## src/rtl/uart_bus_arbiter.sv

```systemverilog
// Shares the UART device port between master 0 (CPU) and master 1 (debug/loader): round-robin on contention,
// one transaction in flight, one device select cycle per transaction. Optional ack timeout: UART_ARB_TIMEOUT_EN.
module uart_bus_arbiter #(
  parameter int unsigned TIMEOUT_CYCLES = 255,
  parameter logic [31:0] TIMEOUT_DATA   = 32'hDEAD_BEEF
) (
  input  logic        clk,
  input  logic        reset_i,
  input  logic        m0_sel_i,
  input  logic        m0_wr_en_i,
  input  logic [11:0] m0_address_i,
  input  logic [31:0] m0_data_i,
  output logic [31:0] m0_data_o,
  output logic        m0_ack_o,
  input  logic        m1_sel_i,
  input  logic        m1_wr_en_i,
  input  logic [11:0] m1_address_i,
  input  logic [31:0] m1_data_i,
  output logic [31:0] m1_data_o,
  output logic        m1_ack_o,
  output logic        s_sel_o,
  output logic        s_wr_en_o,
  output logic [11:0] s_address_o,
  output logic [31:0] s_data_o,
  input  logic [31:0] s_data_i,
  input  logic        s_ack_i,
  output logic        busy_o,
  output logic        grant_o,
  output logic        err_o
);

  typedef enum logic [1:0] {IDLE, ISSUE, WAIT, RESP} state_t;

  state_t      state_q;
  logic        s_sel_q;
  logic        s_wr_en_q;
  logic [11:0] s_address_q;
  logic [31:0] s_data_q;
  logic        m0_ack_q;
  logic        m1_ack_q;
  logic [31:0] m0_data_q;
  logic [31:0] m1_data_q;
  logic        busy_q;
  logic        grant_q;

  logic        req_any;
  logic        grant_d;
  logic        done_d;
  logic [31:0] resp_data_d;
  logic        timeout_d;

  // On contention the master that was not granted last time wins.
  always_comb begin
    req_any = m0_sel_i | m1_sel_i;
    if (m0_sel_i && m1_sel_i) begin
      grant_d = ~grant_q;
    end else begin
      grant_d = m1_sel_i;
    end
  end

`ifdef UART_ARB_TIMEOUT_EN
  localparam int unsigned CNT_W  = (TIMEOUT_CYCLES < 2) ? 1 : $clog2(TIMEOUT_CYCLES + 1);
  localparam int unsigned CNT_W1 = CNT_W + 1;

  logic [CNT_W-1:0] wait_cnt_q;
  logic [CNT_W:0]   wait_cnt_d;
  logic             err_q;

  assign wait_cnt_d = {1'b0, wait_cnt_q} + CNT_W1'(1);
  assign timeout_d  = (state_q == WAIT) && !s_ack_i && (wait_cnt_d == CNT_W1'(TIMEOUT_CYCLES));

  always_ff @(posedge clk) begin
    if (reset_i) begin
      wait_cnt_q <= '0;
      err_q      <= 1'b0;
    end else begin
      err_q <= timeout_d;
      if (state_q == ISSUE) begin
        wait_cnt_q <= '0;
      end else if (state_q == WAIT && !s_ack_i) begin
        wait_cnt_q <= wait_cnt_d[CNT_W-1:0];
      end
    end
  end

  assign err_o = err_q;
`else
  logic unused_timeout_cfg;
  assign unused_timeout_cfg = ^TIMEOUT_CYCLES;
  assign timeout_d          = 1'b0;
  assign err_o              = 1'b0;
`endif

  // An ack arriving in the select cycle itself completes the transaction as well.
  always_comb begin
    done_d      = 1'b0;
    resp_data_d = s_data_i;
    if ((state_q == ISSUE || state_q == WAIT) && s_ack_i) begin
      done_d = 1'b1;
    end else if (timeout_d) begin
      done_d      = 1'b1;
      resp_data_d = TIMEOUT_DATA;
    end
  end

  always_ff @(posedge clk) begin
    if (reset_i) begin
      state_q     <= IDLE;
      s_sel_q     <= 1'b0;
      s_wr_en_q   <= 1'b0;
      s_address_q <= '0;
      s_data_q    <= '0;
      m0_ack_q    <= 1'b0;
      m1_ack_q    <= 1'b0;
      m0_data_q   <= '0;
      m1_data_q   <= '0;
      busy_q      <= 1'b0;
      grant_q     <= 1'b1;
    end else begin
      m0_ack_q  <= 1'b0;
      m1_ack_q  <= 1'b0;
      m0_data_q <= '0;
      m1_data_q <= '0;
      case (state_q)
        IDLE: begin
          if (req_any) begin
            state_q     <= ISSUE;
            busy_q      <= 1'b1;
            grant_q     <= grant_d;
            s_sel_q     <= 1'b1;
            s_wr_en_q   <= grant_d ? m1_wr_en_i   : m0_wr_en_i;
            s_address_q <= grant_d ? m1_address_i : m0_address_i;
            s_data_q    <= grant_d ? m1_data_i    : m0_data_i;
          end
        end
        ISSUE, WAIT: begin
          s_sel_q <= 1'b0;
          if (done_d) begin
            state_q   <= RESP;
            m0_ack_q  <= ~grant_q;
            m1_ack_q  <= grant_q;
            m0_data_q <= grant_q ? 32'h0 : resp_data_d;
            m1_data_q <= grant_q ? resp_data_d : 32'h0;
          end else begin
            state_q <= WAIT;
          end
        end
        RESP: begin
          state_q <= IDLE;
          busy_q  <= 1'b0;
        end
        default: begin
          state_q <= IDLE;
          busy_q  <= 1'b0;
        end
      endcase
    end
  end

  assign s_sel_o     = s_sel_q;
  assign s_wr_en_o   = s_wr_en_q;
  assign s_address_o = s_address_q;
  assign s_data_o    = s_data_q;
  assign m0_ack_o    = m0_ack_q;
  assign m1_ack_o    = m1_ack_q;
  assign m0_data_o   = m0_data_q;
  assign m1_data_o   = m1_data_q;
  assign busy_o      = busy_q;
  assign grant_o     = grant_q;

endmodule

```

## config.mk

```make
export PLATFORM = sky130hd
export DESIGN_NAME = uart_bus_arbiter
export DESIGN_NICKNAME = d
export VERILOG_FILES = /design/src/rtl/uart_bus_arbiter.sv
export SDC_FILE = /design/constraint.sdc
export NUM_CORES = 1
export LEC_CHECK = 0
export BUFFER_PORTS_ARGS = -buffer_cell sky130_fd_sc_hd__buf_4
export CAP_MARGIN = 20
export CORE_MARGIN = 10
export CORE_UTILIZATION = 44
export DETAILED_ROUTE_END_ITERATION = 7
export PLACE_DENSITY = 0.85
export SLEW_MARGIN = 40
export SYNTH_ARGS = -nofsm -noshare
export SYNTH_HDL_FRONTEND = slang
export SYNTH_SLANG_ARGS = --single-unit
export TNS_END_PERCENT = 100
```

## constraint.sdc

```tcl
create_clock -name clk -period 1.9 [get_ports clk]
set_input_delay 0.095 -clock clk [delete_from_list [all_inputs] [get_ports clk]]
set_output_delay 0.095 -clock clk [all_outputs]
set_load 0.1 [all_outputs]
```

; After elaboration in Yosys (flattened, before gate mapping)
; Index checks and enable logic that the tools add are counted.
[classes]
addsub = 0
multipliers = 0
div = 0
magnitude_cmp = 0
eq_ne = 4
n_shift = 0
mux = 11
bitwise = 4
n_reduce_logical = 13
[op_table]
columns = op, n
row1 = 32-bit two-way mux, 1
row2 = 12-bit two-way mux, 1
row3 = 4-bit OR reduction, 2
row4 = 2-bit case mux with 3 select lines, 1
row5 = 2-bit AND reduction, 3
row6 = 1-bit two-way mux, 5
row7 = 2-bit == test (second input constant), 2
row8 = 1-bit case mux with 2 select lines, 2
row9 = 2-bit nonzero test, 2
row10 = 1-bit inverter, 3
row11 = 3-bit OR reduction, 1
row12 = 2-bit by 1-bit == test with 1-bit output (second input constant), 1
row13 = 1-bit logical AND, 2
row14 = 2-bit zero test, 1
row15 = 2-bit two-way mux, 1
row16 = 2-bit inequality test (second input constant), 1
row17 = 2-bit OR reduction, 1
row18 = 1-bit logical OR, 1
row19 = 1-bit OR, 1
[word_totals]
register_bits = 116
latchBits = 0
ram_bits = 0
romBits = 0
output_inout_bits = 115
mem_count = 0

; Depth between registers and ports, before layout
; Gate-level depths: netlist of the first run.
[depth]
word_depth = 6
depth_mapped = 7
ltp_nobuf = 5

; Least setup slack after synthesis of the first run
; No wires, ideal clock.
[synth_path]
path_type = register to register
startpoint = reg grant_q (netlist: grant_o)
endpoint = reg s_address_q[10] (netlist: s_address_o[10])
t_arrival_ps = 1799
required_time_ps = 1811
setup_slack_ps = 13
stages_incl_launch_ff = 6
path_buffers = 2
path_cell_list = dfxtp_1 a21bo_1 buf_4 buf_4 nand2_1 a311oi_2
[synth_via]
elab_chain_len = 3
[synth_rtl]
columns = element, line_no
row1 = "start, declared", 44  ; logic grant_q;
row2 = "start signal, assigned", 130  ; grant_q <= grant_d;
row3 = 1-bit inverter (no source line), --
row4 = 1-bit two-way mux, 55  ; if (m0_sel_i && m1_sel_i) begin
row5 = 12-bit two-way mux, 133  ; s_address_q <= grant_d ? m1_address_i : m0_address_i;
row6 = "end signal, assigned", 133
row7 = "end, declared", 37  ; logic [11:0] s_address_q;
; No other way between the ends.
; A chain may end at the register's enable or synchronous reset.

; Worst setup path after layout of the first run
[layout_path]
startpoint = reg state_q[0]
endpoint = reg state_q[0]
[layout_via]
elab_chain_len = 6
word_cells_on_any_way = 11
cone_classes = eq/ne: 4 / mux: 3 / reduce/logical: 4
[layout_rtl]
columns = element, line_no
row1 = "start, declared", 34  ; state_t state_q;
row2 = "start signal, assigned", 109  ; state_q <= IDLE;
row3 = "start signal, assigned", 128  ; state_q <= ISSUE;
row4 = "start signal, assigned", 140  ; state_q <= RESP;
row5 = 2-bit by 1-bit == test with 1-bit output or 2-bit == test (tied branches), "99, 125"
row6 = 1-bit logical OR, 99  ; if ((state_q == ISSUE || state_q == WAIT) && s_ack_i) begin
row7 = 1-bit logical AND, 99
row8 = 1-bit two-way mux, 99
row9 = 1-bit two-way mux, 139  ; if (done_d) begin
row10 = 2-bit case mux with 3 select lines, 125  ; case (state_q)
; Several ways; a longest one is shown, not always the timed one.

==> metrics.md, run 1 <==
| Metric | Value |
|---|---|
| Status | completed |
| H-Tree Level Count | 4 |
| Cell area power density | 1705 mW/mm^2 |
| Hold Startpoint | s_ack_i |
| Largest net degree at the start of global routing | 46 |
| CP startpoint kind | register |
| Fill cells | 439 |
| Post-synthesis sequential area ratio | 54.27% |
| Crit path max-delay family | buffers and inverters |
| Fmax achieved | 574.7 MHz |
| Drt initial violations | 306 |
| Hold WC Path Type | input port to register |
| Initial antenna violation count | 4 |
| Slew HR | 64.61% |
| Crit path kind | register to register |
| RSZ-0062 raised after global routing | no |
| Worst setup EP type | register |
| Worst hold slack | 0.08531 ns |
| Setup TNS | 0 ns |
| Detail Placement HPWL | 10690 um |
| Async set or reset register ratio after synthesis | 0% |
| Setup bufs post-CTS | 0 |
| Hold Fails Final Rpt | 0 |
| Distinct cells, synth | 26 |
| DRT antenna net count | 0 |
| CTS tree | done |
| Skew final | 0.009336 ns |
| CTS Buffer Depth | 2 |
| WP data arrival | 2.16 ns |
| I/O pin total | 242 |
| Gr ovfl total | 0 |
| CTS root buf | clkbuf_8 |
| Nets@finish | 913 |
| GRT Util Overall | 26.34% |
| Worst Path Max Fanout | 6 |
| Tcrit/Tclk final | 91.58% |
| Die Span Y | 118.6 um |
| WP buf/inv | 2 |
| Synthesized flop and latch total | 116 |
| Core area | 0.009371 mm^2 |
| First drt pass iteration count | 5 |
| Die Wd | 118.6 um |
| WL/cell | 20.59 um |
| CTS Buf Count | 17 |
| Via count | 4674 |
| Cell Rows | 35 |
| Crit path launch | state_q[0]$_SDFFE_PP0P_ |
| Slowest CP cell | dlygate4sd3_1 |
| Maximum vdd ir drop | 1.155 mV |
| Number of synthesized flops with an enable pin | 0 |
| Area of the multi-input gates | 0.001768 mm^2 |
| Mean Syn Cell Area | 10.16 um^2 |
| Leakage power | 3.720 nW |
| Net Count, Synth | 551 |
| Mapped Area | 0.004279 mm^2 |
| Clock Pin Slew Worst Setup and Hold Paths | 0.05 ns |
| Pins Over Slew Limit | 0 |
| Synth warnings | 0 |
| Critical path required time | 2.32 ns |
| Most frequent cells in the layout | buf_4, dlygate4sd3_1, dfxtp_1 |
| Post-synthesis instance total | 421 |
| Most used DFF post-synth | dfxtp_1 |
| Post-layout min period | 1.740 ns |
| Drt total wl | 19150 um |
| Worst R2R Start | state_q[0]$_SDFFE_PP0P_ |
| Register area | 0.002322 mm^2 |
| Max-cap violations | 0 |
| Endpoints failing setup | 0 |
| Starting Density | 45.66% |
| Critical Path, Cell by Cell | inv_1 -> ha_1 -> nor3b_2 -> dlygate4sd3_1 -> nand2_1 -> a21oi_1 |
| GPL Wtd Cong | 0.7964 |
| Worst Tran Pin Value | 0.5309 ns |
| Most common cell after layout, fill and taps aside | buf_4 |
| Share of layout cells above drive strength 1 | 41.33% |
| First-pass GRT wire length | 29690 um |
| Vias in the first global route | 5157 |
| DRC | 0 |
| Worst stage delay on the critical path | 0.61 ns |
| Routed vias/inst | 5.026 |
| Area growth syn-to-layout | 89.15% |
| Port Buffers | 240 |
| Die area | 0.01407 mm^2 |
| Worst skew pair latency | 0.50 ns |
| CTS sink count | 116 |
## per-stage QoR
| step | setup slack (ns) | util, % | total power (W) | area [um^2] | cells |
|---|---|---|---|---|---|
| global route | 0.006556 | 86.34 | 0.01425 | 8092 | 929 |
| floorplan | 0.01268 | - | 0.008515 | 4279 | 421 |
| global placement | 0.3363 | 65.87 | 0.009873 | 6173 | 767 |
| CTS | 0.1437 | 86.18 | 0.01368 | 8077 | 925 |
| finish | 0.1601 | 86.37 | 0.01380 | 8094 | 930 |
| detailed placement | 0.2375 | 65.87 | 0.009977 | 6173 | 767 |
## kinds of logic (layout without fill, tap and decap cells)
| logic type | after synthesis | after routing | synth area share, % |
|---|---|---|---|
| compound gates | 56 | 56 | 17.08 |
| flops | 116 | 116 | 54.27 |
| fa+ha+maj | 3 | 3 | 0.8773 |
| simple gates | 211 | 211 | 22.98 |
| buf+inv | 34 | 409 | 4.708 |
| other cells | 1 | 6 | 0.08764 |
## cell usage after synthesis, types with 2 or more instances
library cell | number | area, um^2
dfxtp_1 | 116 | 2322
nand2_1 | 94 | 352.8
and2_1 | 64 | 400.4
nor2_1 | 46 | 172.7
a311oi_2 | 40 | 600.6
clkbuf_1 | 10 | 37.54
buf_4 | 9 | 67.56
buf_2 | 8 | 40.04
a311oi_1 | 6 | 52.55
a21oi_1 | 4 | 20.02
buf_6 | 4 | 45.04
ha_1 | 3 | 37.54
or2_2 | 3 | 18.77
inv_1 | 2 | 7.510
## registers in the layout, summed over array words and instances, names as in the netlist
register / flops
busy_o: 1
grant_o: 1
m0_ack_o: 1
m0_data_o: 32
m1_ack_o: 1
m1_data_o: 32
s_address_o: 12
s_data_o: 32
s_sel_o: 1
s_wr_en_o: 1
state_q: 2
## worst paths after layout
kind,endpoint,slack (ns),cells past startpoint
max,state_q[0]$_SDFFE_PP0P_,0.16,6
min,state_q[0]$_SDFFE_PP0P_,0.09,4
max reg2reg,state_q[0]$_SDFFE_PP0P_,0.16,6
min reg2reg,s_data_o[12]$_SDFFE_PP0P_,0.50,2
## area by class of cell
cell class	count	area share, %
flip-flops and latches	116	28.69
inverters	2	0.09275
multi-input cells	271	21.84
clock buffers	18	5.163
repair buffers	375	39.30
clock inverters	14	2.767
well taps	129	1.994
diodes	5	0.1546
## metal layers
| layer | vias to the layer above | wire, um | track usage (%) |
|---|---|---|---|
| met1 | 2208 | 7023 | 27.40 |
| li1 | 2136 | - | - |
| met2 | 281 | 9641 | 45.92 |
| met5 | - | 0 | 0 |
| met3 | 49 | 1855 | 10.23 |
| met4 | 0 | 633 | 11.83 |
## worst register-to-register path: cells and delay by family (launching register included)
family                     cells  cell delay [ns]
and+or+nand+nor                2             0.29
DFF                            1             0.33
AOI/OAI and AO/OA              1             0.13
adders and majority gates      1             0.24
buffers and inverters          2             0.67
## where the power goes
| part | internal [W] | switching [W] |
|---|---|---|
| combinational | 0.00177 | 0.00526 |
| sequential | 0.00297 | 0.000308 |
| clock | 0.00228 | 0.00121 |
| total | 0.00702 | 0.00679 |
## repair_timing
| item | CTS | global route |
|---|---|---|
| hold buffers | 126 | 0 |
| gates resized for setup | 0 | 1 |
| setup endpoints to repair | 0 | 2 |
| hold endpoints to repair | 114 | 0 |
No activity file was read; power rests on OpenSTA's default activity.
==> inputs of run 2 (changes only) <==
--- a/config.mk
+++ b/config.mk
@@ -5,6 +5,7 @@
 export SDC_FILE = /design/constraint.sdc
 export NUM_CORES = 1
 export LEC_CHECK = 0
+export ABC_AREA = 1
 export BUFFER_PORTS_ARGS = -buffer_cell sky130_fd_sc_hd__buf_4
 export CAP_MARGIN = 20
 export CORE_MARGIN = 10
==> constraint.sdc (replaced) <==
create_clock -name clk -period 1.9 [get_ports clk]
set_input_delay 0.57 -clock clk [delete_from_list [all_inputs] [get_ports clk]]
set_output_delay 0.57 -clock clk [all_outputs]
set_load 0.1 [all_outputs]
==> metrics.md, run 2 <==
| Metric | Value |
|---|---|
| Cell Rows | 36 (was 35) |
| First drt pass iteration count | 4 (was 5) |
| Vias in the first global route | 4433 (was 5157) |
| Critical Path, Cell by Cell | buf_4 (was inv_1 -> ha_1 -> nor3b_2 -> dlygate4sd3_1 -> nand2_1 -> a21oi_1) |
| Worst Path Max Fanout | 5 (was 6) |
| Cell area power density | 1880 mW/mm^2 (was 1705 mW/mm^2) |
| Hold WC Path Type | input port to register (unchanged) |
| Port Buffers | 240 (unchanged) |
| DRT antenna net count | 0 (unchanged) |
| Tcrit/Tclk final | 95.74% (was 91.58%) |
| Pins Over Slew Limit | 0 (unchanged) |
| Endpoints failing setup | 0 (unchanged) |
| Most frequent cells in the layout | buf_4, nor2_1, dfxtp_1 (was buf_4, dlygate4sd3_1, dfxtp_1) |
| Synthesized flop and latch total | 116 (unchanged) |
| Fmax achieved | 549.7 MHz (was 574.7 MHz) |
| CTS tree | done (unchanged) |
| R2R setup slack | 0.34 ns (was 0.16 ns) |
| Max-cap violations | 0 (unchanged) |
| Die Span Y | 119.0 um (was 118.6 um) |
| WP buf/inv | 1 (was 2) |
| DRC | 0 (unchanged) |
| Dpl ws | 0.3332 ns (was 0.2375 ns) |
| Clock Pin Slew Worst Setup and Hold Paths | 0.06 ns (was 0.05 ns) |
| Hold Fails Final Rpt | 0 (unchanged) |
| Total power | 0.01282 W (was 0.01380 W) |
| Hold Startpoint | reset_i (was s_ack_i) |
| WP data arrival | 1.25 ns (was 2.16 ns) |
| Status | completed (unchanged) |
| First-pass GRT wire length | 22190 um (was 29690 um) |
| Cts repair resizes | 0 (unchanged) |
| N_diodes | 0 (was 5) |
| Drt initial violations | 227 (was 306) |
| Area leader, netlist | dfxtp_1 (unchanged) |
| Core area | 0.009684 mm^2 (was 0.009371 mm^2) |
| Slowest CP cell | dfxtp_1 (was dlygate4sd3_1) |
| Post-synthesis instance total | 594 (was 421) |
| RSZ-0062 raised after global routing | no (unchanged) |
| Most frequent cells after synthesis | nor2_1, dfxtp_1, nand2_1, inv_1, o21ai_1 (was dfxtp_1, nand2_1, and2_1, nor2_1, a311oi_2) |
| WHS Path Cells | 2 (was 4) |
| CTS sink count | 116 (unchanged) |
| Largest net degree at the start of global routing | 49 (was 46) |
| Gr ovfl total | 0 (unchanged) |
| Die Wd | 119.0 um (was 118.6 um) |
| Area growth syn-to-layout | 58.06% (was 89.15%) |
| I/O pin total | 242 (unchanged) |
| Detail Placement HPWL | 10910 um (was 10690 um) |
| Worst stage delay on the critical path | 0.42 ns (was 0.61 ns) |
| Critical path required time | 1.33 ns (was 2.32 ns) |
| Worst R2R Start | state_q[0]$_SDFFE_PP0P_ (unchanged) |
| CTS root buf | clkbuf_8 (unchanged) |
| CTS Buf Count | 17 (unchanged) |
| CP startpoint kind | register (unchanged) |
| Min setup slack post-route | 0.08093 ns (was 0.1601 ns) |
| Drt total wl | 14190 um (was 19150 um) |
| Worst setup EP type | output port (was register) |
| WL/cell | 14.45 um (was 20.59 um) |
| Crit path kind | register to output port (was register to register) |
| R2r endpoint | s_data_o[4]$_SDFFE_PP0P_ (was state_q[0]$_SDFFE_PP0P_) |
| Number of synthesized flops with an enable pin | 0 (unchanged) |
| Cts hold-fix bufs | 0 (was 126) |
| Reg2Reg Depth | 8 (was 6) |
| Most used DFF post-synth | dfxtp_1 (unchanged) |
| Skew final | 0.01278 ns (was 0.009336 ns) |
| CTS Buffer Depth | 2 (unchanged) |
| Dpl cell area | 0.006246 mm^2 (was 0.006173 mm^2) |
| Post-layout min period | 1.819 ns (was 1.740 ns) |
| Starting Density | 44.55% (was 45.66%) |
| Initial antenna violation count | 0 (was 4) |
| GRT Util Overall | 19.40% (was 26.34%) |
| Worst skew pair latency | 0.50 ns (about the same) |
| Routed vias/inst | 4.438 (was 5.026) |
| Share of layout cells above drive strength 1 | 34.28% (was 41.33%) |
| Share of the synthesized area in the top cell type | 53.83% (was 54.27%) |
| GPL Wtd Cong | 0.8446 (was 0.7964) |
| Count leader, synth | nor2_1 (was dfxtp_1) |
| Post-synthesis sequential area ratio | 53.83% (was 54.27%) |
| Leakage power | 3.787 nW (was 3.720 nW) |
| Most common cell after layout, fill and taps aside | buf_4 (unchanged) |
| Via count | 4358 (was 4674) |
| Nets@finish | 966 (was 913) |
| Synth top area cells | dfxtp_1, nor2_1, nand2_1 (was dfxtp_1, a311oi_2, and2_1) |
| Fill cells | 772 (was 439) |
| Synth warnings | 0 (unchanged) |
| Maximum vdd ir drop | 1.267 mV (was 1.155 mV) |
| Mean Syn Cell Area | 7.263 um^2 (was 10.16 um^2) |
| Mapped Area | 0.004314 mm^2 (was 0.004279 mm^2) |
| Worst hold path endpoint | state_q[1]$_SDFFE_PP0P_ (was state_q[0]$_SDFFE_PP0P_) |
| Final Cell Area | 0.006819 mm^2 (was 0.008094 mm^2) |
| Async set or reset register ratio after synthesis | 0% (unchanged) |
| Setup bufs post-CTS | 0 (unchanged) |
| Distinct cells, synth | 20 (was 26) |
| Net Count, Synth | 724 (was 551) |
| Crit path max-delay family | flip-flops (was buffers and inverters) |
| Die area | 0.01417 mm^2 (was 0.01407 mm^2) |
| Worst hold slack | 0.2718 ns (was 0.08531 ns) |
| H-Tree Level Count | 4 (unchanged) |
| Setup TNS | 0 ns (unchanged) |
==> run 2: cell type report <==
type	count	area, um^2	share of cell area (%)
Timing Repair Buffer	253	1949	28.59
Sequential cell	116	2322	34.06
Inverter	84	315.3	4.624
Clock inverter	15	158.9	2.330
Clock buffer	17	414.1	6.073
Multi-Input combinational cell	364	1493	21.89
Tap cell	133	166.4	2.440
==> run 2: worst max path at each step <==
stage / startpoint / end / slack [ns] / cells after the start
2_1_floorplan: grant_o$_SDFFE_PP1P_ / s_address_o[10]$_SDFFE_PP0P_ / 0.13 / 6
3_3_place_gp: m1_sel_i / s_data_o[5]$_SDFFE_PP0P_ / 0.36 / 6
3_5_place_dp: m1_sel_i / s_data_o[1]$_SDFFE_PP0P_ / 0.33 / 6
4_1_cts: grant_o$_SDFFE_PP1P_ / grant_o / 0.04 / 1
5_1_grt: grant_o$_SDFFE_PP1P_ / grant_o / 0.03 / 1
6_report: grant_o$_SDFFE_PP1P_ / grant_o / 0.08 / 1
==> run 2: metal layers <==
metal,global-route usage [%],vias up,part of all wire [%]
li1,-,2236,-
met1,19.07,1939,38
met2,35.37,168,51
met3,8.928,15,9.4
met4,6.260,0,1.7
met5,0,-,0
==> run 2: power by group <==
| part | internal [W] | total, W | switching [W] |
|---|---|---|---|
| sequential | 0.00298 | 0.00324 | 0.000261 |
| clock | 0.00180 | 0.00305 | 0.00125 |
| combinational | 0.00141 | 0.00654 | 0.00513 |
| total | 0.00618 | 0.0128 | 0.00664 |
==> run 2: cell families after synthesis <==
family,Yosys count,share of synthesized area [%]
AOI/OAI and AO/OA,51,5.975
adders and majority gates,3,0.8702
buffers and inverters,114,11.57
DFF,116,53.83
other,1,0.08692
and+or+nand+nor,309,27.67
==> run 2: stage by stage <==
step / util [%] / cells
after CTS: 70.41 / 982
after floorplan: - / 594
after detailed placement: 64.50 / 950
after global placement: 64.50 / 950
final: 70.41 / 982
after global routing: 70.41 / 982
